==> src/rtl/fetch_unit_pkg.sv <==
// Shared constants and types for the instruction fetch stage.
package fetch_unit_pkg;

    // Canonical NOP (addi x0, x0, 0) presented to decode when the buffer is empty.
    localparam logic [31:0] NOP_INSN = 32'h0000_0013;

    // Fetch address advance per instruction word.
    localparam logic [31:0] PC_STEP  = 32'd4;

    // Buffer entry layout: {pc, ir}.
    localparam int ENTRY_W = 64;

    typedef enum logic [1:0] {
        ST_IDLE    = 2'd0,
        ST_BUSY    = 2'd1,
        ST_DISCARD = 2'd2,
        ST_FAULT   = 2'd3
    } fetch_state_e;

endpackage

==> src/rtl/fetch_fifo.sv <==
// Small instruction buffer holding {pc, ir} pairs between memory and decode.
// Flush wins over push/pop; a pop on an empty buffer is ignored.
module fetch_fifo
    import fetch_unit_pkg::*;
#(
    parameter  int DEPTH = 2,
    parameter  int WIDTH = ENTRY_W,
    localparam int AW    = $clog2(DEPTH),
    localparam int CW    = AW + 1
) (
    input  logic             clk,
    input  logic             reset,
    input  logic             push,
    input  logic             pop,
    input  logic             flush,
    input  logic [WIDTH-1:0] din,
    output logic [CW-1:0]    count,
    output logic [WIDTH-1:0] head,
    output logic             empty,
    output logic             full
);

    logic [WIDTH-1:0] mem [DEPTH];
    logic [AW-1:0]    wr_ptr;
    logic [AW-1:0]    rd_ptr;
    logic             do_push;
    logic             do_pop;

    assign empty   = (count == '0);
    assign full    = (count == CW'(DEPTH));
    assign do_pop  = pop && !empty && !flush;
    assign do_push = push && (!full || do_pop) && !flush;
    assign head    = mem[rd_ptr];

    // Storage array; contents are only meaningful where count says so, so no reset.
    always_ff @(posedge clk) begin
        if (do_push) begin
            mem[wr_ptr] <= din;
        end
    end

    // Pointers and occupancy; power-of-two depth lets the pointers wrap naturally.
    always_ff @(posedge clk or negedge reset) begin
        if (!reset) begin
            wr_ptr <= '0;
            rd_ptr <= '0;
            count  <= '0;
        end else if (flush) begin
            wr_ptr <= '0;
            rd_ptr <= '0;
            count  <= '0;
        end else begin
            if (do_push) begin
                wr_ptr <= wr_ptr + 1'b1;
            end
            if (do_pop) begin
                rd_ptr <= rd_ptr + 1'b1;
            end
            case ({do_push, do_pop})
                2'b10:   count <= count + CW'(1);
                2'b01:   count <= count - CW'(1);
                default: count <= count;
            endcase
        end
    end

endmodule

==> src/rtl/fetch_unit.sv <==
// Instruction fetch stage: owns the PC, issues one memory read at a time and
// buffers returned words for decode. Redirects flush the buffer and drop any
// in-flight word.
//
//   state    | meaning
//   ---------+-----------------------------------------------------------
//   IDLE     | no request; waits for buffer space
//   BUSY     | request at fetch_pc outstanding; ack pushes the word
//   DISCARD  | redirected mid-request; wait for the stale ack, drop it
//   FAULT    | bus error or misaligned target; waits for an aligned redirect
module fetch_unit
    import fetch_unit_pkg::*;
#(
    parameter logic [31:0] RESET_PC   = 32'h0000_0000,
    parameter int          FIFO_DEPTH = 2
) (
    input  logic        clk,
    input  logic        reset,
    output logic        imem_req_o,
    output logic [31:0] imem_addr_o,
    input  logic        imem_ack_i,
    input  logic [31:0] imem_rdata_i,
    input  logic        imem_err_i,
    input  logic        redirect_i,
    input  logic [31:0] redirect_pc_i,
    output logic [31:0] ir_o,
    output logic [31:0] pc_o,
    output logic        ir_valid_o,
    input  logic        ir_ready_i,
    output logic        fault_o,
    output logic [31:0] fault_pc_o
);

    localparam int CW = $clog2(FIFO_DEPTH) + 1;

    fetch_state_e state_q, state_d;
    logic [31:0]  fetch_pc_q, fetch_pc_d;
    logic [31:0]  disc_addr_q, disc_addr_d;
    logic         disc_fault_q, disc_fault_d;
    logic         fault_q, fault_d;
    logic [31:0]  fault_pc_q, fault_pc_d;

    logic               push;
    logic               pop;
    logic [CW-1:0]      fifo_count;
    logic [ENTRY_W-1:0] fifo_head;
    logic               fifo_empty;
    logic               fifo_full;
    logic               misaligned;
    logic [CW:0]        occ_after;

    assign misaligned = (redirect_pc_i[1:0] != 2'b00);
    assign pop        = ir_valid_o && ir_ready_i && !redirect_i;

    // Occupancy after this cycle when a word is pushed; decides whether to keep fetching.
    assign occ_after  = {1'b0, fifo_count} + (CW+1)'(1) - {{CW{1'b0}}, pop};

    fetch_fifo #(
        .DEPTH (FIFO_DEPTH),
        .WIDTH (ENTRY_W)
    ) u_fifo (
        .clk   (clk),
        .reset (reset),
        .push  (push),
        .pop   (pop),
        .flush (redirect_i),
        .din   ({fetch_pc_q, imem_rdata_i}),
        .count (fifo_count),
        .head  (fifo_head),
        .empty (fifo_empty),
        .full  (fifo_full)
    );

    assign ir_valid_o = !fifo_empty;
    assign ir_o       = fifo_empty ? NOP_INSN : fifo_head[31:0];
    assign pc_o       = fifo_empty ? 32'h0    : fifo_head[63:32];
    assign fault_o    = fault_q;
    assign fault_pc_o = fault_pc_q;

    // State, PC and fault registers.
    always_ff @(posedge clk or negedge reset) begin
        if (!reset) begin
            state_q      <= ST_IDLE;
            fetch_pc_q   <= RESET_PC;
            disc_addr_q  <= RESET_PC;
            disc_fault_q <= 1'b0;
            fault_q      <= 1'b0;
            fault_pc_q   <= 32'h0;
        end else begin
            state_q      <= state_d;
            fetch_pc_q   <= fetch_pc_d;
            disc_addr_q  <= disc_addr_d;
            disc_fault_q <= disc_fault_d;
            fault_q      <= fault_d;
            fault_pc_q   <= fault_pc_d;
        end
    end

    // Next-state, PC update, push and memory request outputs.
    always_comb begin
        state_d      = state_q;
        fetch_pc_d   = fetch_pc_q;
        disc_addr_d  = disc_addr_q;
        disc_fault_d = disc_fault_q;
        fault_d      = fault_q;
        fault_pc_d   = fault_pc_q;
        push         = 1'b0;
        imem_req_o   = (state_q == ST_BUSY) || (state_q == ST_DISCARD);
        // DISCARD must keep presenting the stale address until its ack arrives.
        imem_addr_o  = (state_q == ST_DISCARD) ? disc_addr_q : fetch_pc_q;

        case (state_q)
            ST_IDLE: begin
                if (redirect_i) begin
                    fetch_pc_d = redirect_pc_i;
                    if (misaligned) begin
                        fault_d    = 1'b1;
                        fault_pc_d = redirect_pc_i;
                        state_d    = ST_FAULT;
                    end else begin
                        state_d    = ST_BUSY;
                    end
                end else if (!fifo_full) begin
                    state_d = ST_BUSY;
                end
            end

            ST_BUSY: begin
                if (redirect_i) begin
                    fetch_pc_d = redirect_pc_i;
                    if (misaligned) begin
                        fault_d    = 1'b1;
                        fault_pc_d = redirect_pc_i;
                    end
                    if (imem_ack_i) begin
                        state_d = misaligned ? ST_FAULT : ST_BUSY;
                    end else begin
                        state_d      = ST_DISCARD;
                        disc_addr_d  = fetch_pc_q;
                        disc_fault_d = misaligned;
                    end
                end else if (imem_ack_i) begin
                    if (imem_err_i) begin
                        fault_d    = 1'b1;
                        fault_pc_d = fetch_pc_q;
                        state_d    = ST_FAULT;
                    end else begin
                        push       = 1'b1;
                        fetch_pc_d = fetch_pc_q + PC_STEP;
                        state_d    = (occ_after < (CW+1)'(FIFO_DEPTH)) ? ST_BUSY : ST_IDLE;
                    end
                end
            end

            ST_DISCARD: begin
                if (redirect_i) begin
                    fetch_pc_d   = redirect_pc_i;
                    fault_d      = misaligned;
                    disc_fault_d = misaligned;
                    if (misaligned) begin
                        fault_pc_d = redirect_pc_i;
                    end
                end
                if (imem_ack_i) begin
                    if (redirect_i ? misaligned : disc_fault_q) begin
                        state_d = ST_FAULT;
                    end else begin
                        state_d = ST_BUSY;
                    end
                    disc_fault_d = 1'b0;
                end
            end

            ST_FAULT: begin
                if (redirect_i) begin
                    if (misaligned) begin
                        fault_pc_d = redirect_pc_i;
                    end else begin
                        fault_d    = 1'b0;
                        fetch_pc_d = redirect_pc_i;
                        state_d    = ST_IDLE;
                    end
                end
            end

            default: begin
                state_d = ST_IDLE;
            end
        endcase
    end

endmodule

==> config.mk <==
export PLATFORM = sky130hd
export DESIGN_NAME = fetch_unit
export DESIGN_NICKNAME = d
export VERILOG_FILES = /design/src/rtl/fetch_unit_pkg.sv /design/src/rtl/fetch_fifo.sv /design/src/rtl/fetch_unit.sv
export SDC_FILE = /design/constraint.sdc
export NUM_CORES = 1
export LEC_CHECK = 0
export CAP_MARGIN = 10
export CORE_MARGIN = 3
export CORE_UTILIZATION = 40
export CTS_BUF_LIST = sky130_fd_sc_hd__clkbuf_8
export DETAILED_ROUTE_END_ITERATION = 8
export HOLD_SLACK_MARGIN = 0.1
export PLACE_DENSITY_LB_ADDON = 0.1
export SLEW_MARGIN = 5
export SYNTH_ARGS = -nofsm -noshare
export SYNTH_HDL_FRONTEND = slang
export SYNTH_SLANG_ARGS = --single-unit
==> constraint.sdc <==
create_clock -name clk -period 14.1 [get_ports clk]
set_input_delay 2.82 -clock clk [delete_from_list [all_inputs] [get_ports clk]]
set_output_delay 2.82 -clock clk [all_outputs]
set_load 0.05 [all_outputs]
==> impl.org <==
** Run status
- Outcome :: completed

** Worst setup path
- Total buffers and inverters traversed by the critical path :: 3
- Among all stages on the critical path, the largest delay is contributed by clkdlybuf4s50_1.
- Crit-path max FO :: 43
- Broken down by cell family, the worst path's largest delay share belongs to buffers and inverters.
- On the worst path, the slowest cell contributes a delay of 0.81 ns.
- Ordered list of cells on the worst path :: nor2_4 > buf_4 > inv_1 > nand2_1 > clkdlybuf4s50_1
- Worst setup SP type :: flop
- For the worst setup path, the data arrival time is 3.20 ns.
- Type of the worst setup path :: flop to output pin
- Worst Path Required :: 11.28 ns
- Crit path capture type :: output pin

** Logic synthesis
- In this run, synthesis produced a sequential element count of 232.
- Area leader, netlist :: edfxtp_1
- Yosys warning total :: 0
- Dominant cells by area after synthesis :: edfxtp_1 37%, dfrtp_1 25%, mux2i_1 6.4%
- Mean post-synth cell area :: 11.9 um^2
- Number of flops mapped to enable cells by yosys :: 128
- When the netlist entered floorplanning its net count stood at 950.
- Sequential share of the synthesized area :: 62.0%
- The cell count after synthesis came out at 875.
- Top_reg_cell synth :: edfxtp_1
- The share of synthesized area in the top cell type comes to 37.0%.
- Yosys cell types :: 56
- Mapped cell area :: 10,400 um^2
- In the synthesized netlist the async set-or-reset flop fraction comes to 44.8%.

** CTS
- Maximum clock path buffer count :: 3
- The clock tree synthesis step divided the H-tree into 2 levels.
- Once the clock tree was built, the setup fixing pass inserted 0 buffers.
- CTS placed an instance of clkbuf_8 at the clock tree root.
- The clock drives 232 sinks.
- Clock buffers created by TritonCTS :: 41
- Clock latency on the worst-skew pair, taken at its later pin, is 0.54 ns.
- CTS clk-pin slew, worst paths :: 0.06 ns
- TritonCTS built the clock tree.
- Count of hold-fix buffers inserted at cts :: 0
- The number of gates resized after CTS was 0.

** Global routing
- After global routing the overflow that remains totals 0.
- GRT Total Usage :: 19.1%
- Entering global routing, the biggest net connects 80 pins.
- Peak-usage layer in the global routing report :: met2
- In the global route stage, met1 resource usage came out at 27.9%.
- Global routing consumed, on the met2 layer, 29.7% of the routing resources.
- The number of global-route vias before repair came to 7,539.
- The first global-routing pass estimated 42.9 mm of wire.
- For this run, global-route usage on met3 was measured as 3.40%.
- The initial antenna violation count came to 0.

** Route
- Antenna violation net count after detailed routing :: 0
- Wire length per cell after detailed routing :: 18.9 um
- DRC violation total after the first TritonRoute iteration :: 633
- In the routed design, unresolved DRC markers number 0.
- For this block, the via count after detailed routing is 7,666.
- Per-cell via count in the routed design :: 5.35
- Total wire length :: 27.1 mm
- Drt pass-1 iters :: 7

** Timing
- Slew at the pin with the worst max-slew slack :: 1.14 ns
- Part of the cycle the worst path needs :: 42.7%
- Unrepaired setup endpoints after global routing :: false
- Final setup vio count :: 0
- Max Clock Skew :: 0.0201 ns
- The clock period could shrink to 6.02 ns.
- Static timing analysis puts the maximum clock frequency at 166 MHz.
- Measured against its own limit, the worst slew margin works out to 23.9%.
- For the final routed database, the setup TNS stands at 0 ns.
- The number of hold violations in the final report is 0.
- Fin. max-slew vios :: 0

** Power and ir drop
- Dividing total power by cell area gives a power density of 217 nW/um^2.
- Of the total power, the share spent switching nets is 43.0%.
- Switching Power :: 0.00126 W
- Internal power comes to 0.00167 W.
- Part of the total power dissipated in sequential elements :: 37.0%
- Total leakage power :: 4.81 nW
- Per report_power, the clock group accounts for 20.3% of the total.
- IR analysis of the VDD net gives a maximum drop of 0.167 mV.
- Combinational cells account for 42.7% of the total power.

** Placement
- After detailed placement, the total cell area comes to 12,700 um^2.
- Routability-driven placement finished with a final weighted congestion of 0.784.
- After legalization and detailed placement, the total HPWL measured 17.0 mm.
- Once placement completed, the tool counted placed cells totaling 1,358.
- Input and output buffers added on the ports amount to 200.

** Final layout
- The count of cells in the finished layout, fillers not included, comes to 1,433.
- The library cells used most frequently in the layout, excluding fill and tap cells, are 199 x clkdlybuf4s50_1, 131 x nor2_1, 128 x edfxtp_1.
- NumNets Final :: 1,146
- Final antenna diode count :: 0
- The filler cells instantiated in the layout total 2,291.
- Synth-to-layout area growth :: 29.7%
- Final Instance Area :: 13,500 um^2
- The library cell used most frequently in the layout, excluding fill and tap cells, is clkdlybuf4s50_1.
- The post-route netlist has 12.4% of its cells at a drive strength greater than 1.

** Die
- Core box area :: 25,400 um^2
- Area of the die :: 28,000 um^2
- The initialized floorplan defines 58 standard-cell rows.
- Horiz. Die Dim :: 167 um
- The die is 167 um tall.
- Initial core utilization :: 40.9%
- 201 I/O pins were placed.

** Worst hold path
- Type of the worst min-delay path :: flop to flop

** Flow run
- Max-cap violations in this run came to 0.
[cells in the mapped netlist, types with 15 or more instances]
cell type  instances
mux2_2            56
clkbuf_1          31
nand3_1           23
a21oi_1           49
o22ai_1           18
a31oi_1           28
dfrtp_1          104
nor2_1           132
buf_2             15
nand2_1           71
o21ai_0           32
edfxtp_1         128
mux2i_1           66
[flip-flops by register name, summed over array words and instances (netlist names), 2 cells and up]
name,count
u_fifo.mem,128
fault_pc_o,32
fetch_pc_q,32
state_q,2
disc_addr_q,32
u_fifo.count,2
[worst register-to-register path, stage by stage (launching register included)]
cell and delay (ns):
dfrtp_1 0.42, inv_1 0.10, ha_1 0.41, and3b_1 0.34
o21ai_0 0.26, nor3b_2 0.41, buf_4 0.71
[final cells by class]
cell class / instances / area, um^2 / share of cell area, %
timing repair buffer: 209 / 2070 / 15.3
tap: 330 / 413 / 3.06
multi-input combinational: 576 / 3730 / 27.7
inverter: 11 / 41.3 / 0.306
clock buffer: 47 / 647 / 4.80
clock inverter: 28 / 138 / 1.02
sequential: 232 / 6450 / 47.8
[logic make-up after synthesis]
family	count (synthesis)	share of synthesized area (%)
flip-flops	232	62.0
adder cells (fa/ha/maj)	5	0.602
buffers and inverters	67	2.60
multiplexers	122	12.4
XOR/XNOR	2	0.168
AO/OA/AOI/OAI	165	9.70
AND/OR/NAND/NOR	282	12.5
[path summary, 6_finish.rpt]
check                               endpoint  slack (ns)  cells after the start       startpoint
setup reg to reg           u_fifo.mem[1][50]       10.96                      6       state_q[1]
max in group asynchronous      u_fifo.rd_ptr       10.43                      2            reset
min in group asynchronous     disc_addr_q[7]        2.20                      1            reset
hold reg to reg               disc_addr_q[5]        0.48                      2   disc_addr_q[5]
hold / removal                disc_addr_q[5]        0.48                      2   disc_addr_q[5]
setup / recovery                     ir_o[1]        8.08                      5  u_fifo.count[0]
[power by group through the flow]
stage	Sequential [W]	Combinational [W]	Clock, W
after floorplan	0.00115	0.000771	0
after global routing	0.00111	0.00133	0.000647
final	0.00108	0.00125	0.000594
after global placement	0.00109	0.00124	0
after detailed placement	0.00110	0.00125	0
after CTS	0.00108	0.00126	0.000612
[routing by layer]
metal / share of wire [%] / wire [um] / vias up
met4: 1.8 / 486 / 0
met3: 6.1 / 1660 / 38
li1: - / - / 3609
met5: 0 / 0 / -
met2: 46 / 12400 / 265
met1: 46 / 12500 / 3754
[stage by stage]
step | power (W) | util [%] | hold slack [ns] | setup slack, ns
6_report | 0.00293 | 53.1 | 0.476 | 8.08
5_1_grt | 0.00309 | 53.1 | 0.513 | 7.81
4_1_cts | 0.00295 | 53.1 | 0.484 | 7.98
3_5_place_dp | 0.00235 | 50.0 | 0.471 | 8.25
3_3_place_gp | 0.00233 | 50.0 | 0.463 | 8.34
2_1_floorplan | 0.00192 | - | 0.437 | 5.38
(Power assumes the default switching activity.)
